[src/rtl/button_speed_select.sv]
// Synchronises, debounces and press-detects five pushbuttons into a held one-hot speed select.
// Latency: raw press to speed_sel is DEBOUNCE_CYCLES+3 edges; free-running, no backpressure.
module button_speed_select #(
    parameter int DEBOUNCE_CYCLES = 16,
    parameter int CNT_W           = 20
) (
    input  logic       clk,
    input  logic       rst_n,
    input  logic [4:0] btn_raw,
    output logic [4:0] stable_btn,
    output logic [4:0] speed_sel,
    output logic [2:0] speed_code,
    output logic       sel_changed
);

    generate
        if (DEBOUNCE_CYCLES < 2) begin : g_bad_debounce
            $error("button_speed_select: DEBOUNCE_CYCLES must be >= 2");
        end
        if ((longint'(1) << CNT_W) <= longint'(DEBOUNCE_CYCLES)) begin : g_bad_cnt_w
            $error("button_speed_select: CNT_W too narrow for DEBOUNCE_CYCLES");
        end
    endgenerate

    localparam logic [CNT_W-1:0] CNT_MAX = CNT_W'(DEBOUNCE_CYCLES - 1);

    logic [4:0]       sync1;
    logic [4:0]       sync2;
    logic [4:0]       stable_d;
    logic [CNT_W-1:0] cnt [5];
    logic [4:0]       rise;
    logic [2:0]       idx;
    logic [4:0]       new_sel;

    // Counter only runs while the synchronised level disagrees with the stable level.
    always_ff @(posedge clk or negedge rst_n) begin
        if (!rst_n) begin
            sync1      <= '0;
            sync2      <= '0;
            stable_btn <= '0;
            for (int i = 0; i < 5; i++) cnt[i] <= '0;
        end else begin
            sync1 <= btn_raw;
            sync2 <= sync1;
            for (int i = 0; i < 5; i++) begin
                if (sync2[i] == stable_btn[i]) begin
                    cnt[i] <= '0;
                end else if (cnt[i] == CNT_MAX) begin
                    stable_btn[i] <= sync2[i];
                    cnt[i]        <= '0;
                end else begin
                    cnt[i] <= cnt[i] + CNT_W'(1);
                end
            end
        end
    end

    assign rise = stable_btn & ~stable_d;

    // Highest rising bit wins so simultaneous presses pick the faster speed.
    always_comb begin
        idx = 3'd0;
        for (int i = 0; i < 5; i++) begin
            if (rise[i]) idx = 3'(i);
        end
    end

    assign new_sel = 5'b00001 << idx;

    always_ff @(posedge clk or negedge rst_n) begin
        if (!rst_n) begin
            stable_d    <= '0;
            speed_sel   <= 5'b00001;
            speed_code  <= 3'd0;
            sel_changed <= 1'b0;
        end else begin
            stable_d    <= stable_btn;
            sel_changed <= 1'b0;
            if ((rise != 5'b0) && (new_sel != speed_sel)) begin
                speed_sel   <= new_sel;
                speed_code  <= idx;
                sel_changed <= 1'b1;
            end
        end
    end

endmodule

[config.mk]
export PLATFORM = sky130hd
export DESIGN_NAME = button_speed_select
export DESIGN_NICKNAME = d
export VERILOG_FILES = /design/src/rtl/button_speed_select.sv
export SDC_FILE = /design/constraint.sdc
export NUM_CORES = 1
export LEC_CHECK = 0
export CAP_MARGIN = 20
export CORE_MARGIN = 3
export CORE_UTILIZATION = 50
export CTS_CLUSTER_DIAMETER = 60
export DETAILED_ROUTE_END_ITERATION = 7
export HOLD_SLACK_MARGIN = 0.1
export PLACE_DENSITY = 0.75
export SYNTH_ARGS = -nofsm -noshare
export SYNTH_HDL_FRONTEND = slang
export SYNTH_SLANG_ARGS = --single-unit
[constraint.sdc]
create_clock -name clk -period 4.8 [get_ports clk]
set_clock_uncertainty 0.1 [all_clocks]
set_input_delay 0.96 -clock clk [delete_from_list [all_inputs] [get_ports clk]]
set_output_delay 0.96 -clock clk [all_outputs]
set_load 0.01 [all_outputs]
# Word level (Yosys, flattened, before mapping)

Index checks and enable logic that the tools add are counted.

Memory bits (read-only): 0
Logic and storage cells: 62
Memory bits (writable): 0
Bits in registers: 129
Memories: 0
Bits of input ports: 7
Output and inout bits: 14
Bits in latches: 0

Order comparisons: 0
Reductions and logical operators: 7
Equality and inequality tests: 11
Div/mod/pow operators: 0
Mux-type cells: 15
Add/sub/neg operators: 5
Multiply operators: 0
Bitwise gates (word level): 7
Shifts and indexed selects: 1

Operators by type and width:

| kind                                                                   | number |
|---|---|
| 20-bit two-way mux                                                     | 10 |
| 20-bit by 1-bit adder with 20-bit output, second input constant        | 5 |
| 20-bit by 4-bit equality test with 1-bit output, second input constant | 5 |
| 2-bit AND reduction                                                    | 5 |
| 3-bit two-way mux                                                      | 3 |
| 5-bit AND                                                              | 1 |
| 1-bit equality test                                                    | 5 |
| 5-bit != test                                                          | 1 |
| 1-bit NOT                                                              | 5 |
| 5-bit NOT                                                              | 1 |
| 5-bit nonzero test                                                     | 1 |
| 1-bit by 3-bit << shifter with 5-bit output, first input constant      | 1 |
| 1-bit two-way mux                                                      | 2 |
| 1-bit logical AND                                                      | 1 |

# Logic depth before layout (Yosys ltp)

Word-level depth: 10
Mapped depth: 7

# Least setup slack after synthesis

No wires, ideal clock.

Path kind: register to register
Start point: register stable_btn[2]
End point: register speed_code[0]
Library setup time: 0.125 ns
Required time: 4.575 ns
Slack: 2.659 ns
Stages on the path, launching flop included: 7
Path buffers: 0
Data arrival time: 1.916 ns
Period minus slack after synthesis: 2.141 ns
Cell sequence: dfrtp_1 > nor2b_4 > or4_4 > xor2_1 > nand4_2 > o21ai_4 > mux2_4

Word-level cells in the longest chain between the ends: 7
Elaborated cells between the ends (all ways): 8

RTL lines:

| element                                     | line | text |
|---|---|---|
| from (decl)                                 | 10   | `output logic [4:0] stable_btn,` |
| from (signal, indexed assignment)           | 49   | `stable_btn[i] <= sync2[i];` |
| 5-bit AND *                                 | 58   | `assign rise = stable_btn & ~stable_d;` |
| 3-bit two-way mux (3 in a row)              | 64   | `if (rise[i]) idx = 3'(i);` |
| 1-bit by 3-bit << shifter with 5-bit output | 68   | `assign new_sel = 5'b00001 << idx;` |
| 5-bit != test                               | 79   | `if ((rise != 5'b0) && (new_sel != speed_sel)) begin` |
| 1-bit logical AND                           | 79   |  |
| to (signal assigned)                        | 81   | `speed_code <= idx;` |
| to (decl)                                   | 12   | `output logic [2:0] speed_code,` |

Mark *: on every way between the ends. The rest lies on a longest branch, timed or not.
A chain may end at the register's enable or synchronous reset.

# Final worst setup path

Start point: register speed_sel[0]
End point: output speed_sel[0]

RTL lines:

| element                | line | text |
|---|---|---|
| from (decl)            | 11   | `output logic [4:0] speed_sel,` |
| from (signal assigned) | 80   | `speed_sel <= new_sel;` |

No word-level cell between the ends.

==> impl_metrics.json <==
{
  "dp_hpwl_um": 7140,
  "fin_crit_sh": 0.537,
  "drt_iter0_markers": 241,
  "hold_path.class": "reg2reg",
  "synth_ff_type": "dfrtp_1",
  "wl_um": 10800,
  "drc": 0,
  "synth_area_leaders": "dfrtp_1, nor2_1, xor2_1",
  "pre_cts_slack_ns": 2.43,
  "grt_setup_unrepaired": "false",
  "ys_ff_latch": 129,
  "clock-sinks": 129,
  "final.setup.tns_ns": 0,
  "arrival_ns": 1.52,
  "syn_avg_cell_area_um2": 10.4,
  "core_region_area_um2": 11200,
  "finalWorstSetupSlack_ns": 2.22,
  "nFillCells": 843,
  "async_flop_share": 1.00,
  "first_global_vias": 4025,
  "yosysMostFrequentCell": "dfrtp_1",
  "cp.required_ns": 3.74,
  "clk_latency_ns": 0.41,
  "crit_fanout": 3,
  "cp-start-kind": "flop",
  "die_area_um2": 13100,
  "slew_headroom": 0.468,
  "die_w_um": 114,
  "finalMaxSlewViolations": 0,
  "dr_total_vias": 3969,
  "dr.pass1.iters": 4,
  "drive_above_1_share": 0.0921,
  "cts_setup_buffers": 0,
  "worstMarginPinSlew_ns": 0.798,
  "htree_levels": 4,
  "cts_tree": "yes",
  "diodes": 0,
  "setup_viol": 0,
  "synth_warnings": 0,
  "cp-end-kind": "output port",
  "cts-root-buf": "clkbuf_16",
  "wl_per_cell_um": 14.5,
  "status": "finished, final reports clean",
  "synth_cell_types": 39,
  "pin_count": 21,
  "netlist_top_cells_count": "dfrtp_1, nor2_1, xor2_1",
  "hold_buffers": 0,
  "cp.buffers_inverters": 1,
  "power_density_nw_per_um2": 378,
  "grt_max_degree": 64,
  "grt_overflow_total": 0,
  "drv_cap": 0,
  "synth.largest_area_cell": "dfrtp_1",
  "syn_to_final_growth_pct": 16.3,
  "timing.final.hold_violations": 0,
  "gp_congestion": 0.812,
  "critPathKind": "reg2out",
  "place_area_um2": 6190,
  "crit_path_max_incr_delay_ns": 0.56,
  "clock.fmax_ghz": 0.388,
  "numCtsBuffers": 17,
  "final_core_util": 0.612,
  "synth_top_cell_area_share": 0.545,
  "synth-edff-count": 0,
  "p_leak_nw": 3.13,
  "start_util": 0.526,
  "synth_area_um2": 5880,
  "port_buffers": 20,
  "ant_nets": 0,
  "p_total_mw": 2.58,
  "synthCells": 566,
  "clk_pin_slew_worst_paths_ns": 0.06,
  "cp_slowest_cell": "dfstp_2",
  "period_minus_slack_ns": 2.58,
  "cts_buffer_depth": 2,
  "ir_drop_mv": 0.325,
  "grt_pass1_wl_um": 18900,
  "cp_top_family": "flip-flops",
  "synthesis.nets": 578,
  "rows": 38,
  "viasPerCell": 5.31,
  "antenna_found_initial": 0,
  "grt_use_total": 0.183,
  "final_nets": 607,
  "cts-resized-gates": 0,
  "die_y_um": 114,
  "final_area_um2": 6840,
  "cp_cell_sequence": "clkdlybuf4s50_1",
  "seq_area_frac_synth": 0.549
}
==> metrics by stage <==
stage | hold WS, ns | std cells
after floorplan | 0.231 | 566
after global placement | 0.232 | 716
after detailed placement | 0.240 | 716
after CTS | 0.252 | 748
after global routing | 0.255 | 748
final | 0.248 | 748
==> report_power, final <==
group	switching, mW	internal (mW)
Sequential	0.0133	1.10
Combinational	0.0463	0.0198
Clock	0.469	0.932
==> layout make-up <==
cell class                 instances  area, um^2  area share
clock buffer                      18         439      0.0642
clock inverter                    14         213      0.0311
inverter                          13        48.8     0.00714
multi-input combinational        412        2520       0.369
sequential                       129        3230       0.472
tap                              140         175      0.0256
timing repair buffer              22         213      0.0311
==> layer usage <==
layer | GRT usage | share of wire | vias up
li1 | - | - | 1944
met1 | 0.239 | 0.46 | 1956
met2 | 0.290 | 0.49 | 56
met3 | 0.0587 | 0.037 | 13
met4 | 0.0641 | 0.014 | 0
met5 | 0 | 0 | -
==> cells in the final DEF (no fill, tap or decap), types with 6 or more instances in the layout <==
cell             instances
dfrtp_1                128
clkdlybuf4s50_1         19
nor2_1                 119
nand2_1                 42
and3_1                  24
nand4_1                 11
a21oi_1                  7
xnor2_1                 45
clkbuf_16               17
mux2_4                   6
nor3_1                   8
xor2_1                  49
or4_1                    9
nor4_1                  16
inv_1                   13
nand3_1                 34
==> cell families (layout without fill, tap and decap cells) <==
group           count (synthesis)  in the layout  synth area share
fa+ha+maj                       5              5            0.0106
xor+xnor                       94             94             0.140
simple gates                  290            290             0.241
compound gates                 12             12            0.0126
buf+inv                        25             67            0.0219
flops                         129            129             0.549
mux                            11             11            0.0249
==> registers in the layout (all words and copies together) (netlist names) <==
register     count
sync2            5
cnt            100
stable_d         5
sync1            5
speed_sel        5
sel_changed      1
stable_btn       5
speed_code       3
==> path summary, 6_finish.rpt <==
| check | slack (ns) | depth (start not counted) | start | to |
|---|---|---|---|---|
| hold / removal | 0.25 | 0 | sync1[3]$_DFF_PN0_ | sync2[3]$_DFF_PN0_ |
| setup reg to reg | 2.42 | 6 | stable_btn[4]$_DFFE_PN0P_ | speed_sel[4]$_DFFE_PN0P_ |
| min in group asynchronous | 0.52 | 1 | rst_n | cnt[54]$_DFF_PN0_ |
| max in group asynchronous | 3.11 | 2 | rst_n | cnt[12]$_DFF_PN0_ |
| hold reg to reg | 0.25 | 0 | sync1[3]$_DFF_PN0_ | sync2[3]$_DFF_PN0_ |
| setup / recovery | 2.22 | 1 | speed_sel[0]$_DFFE_PN1P_ | speed_sel[0] |
(Power assumes the default switching activity.)
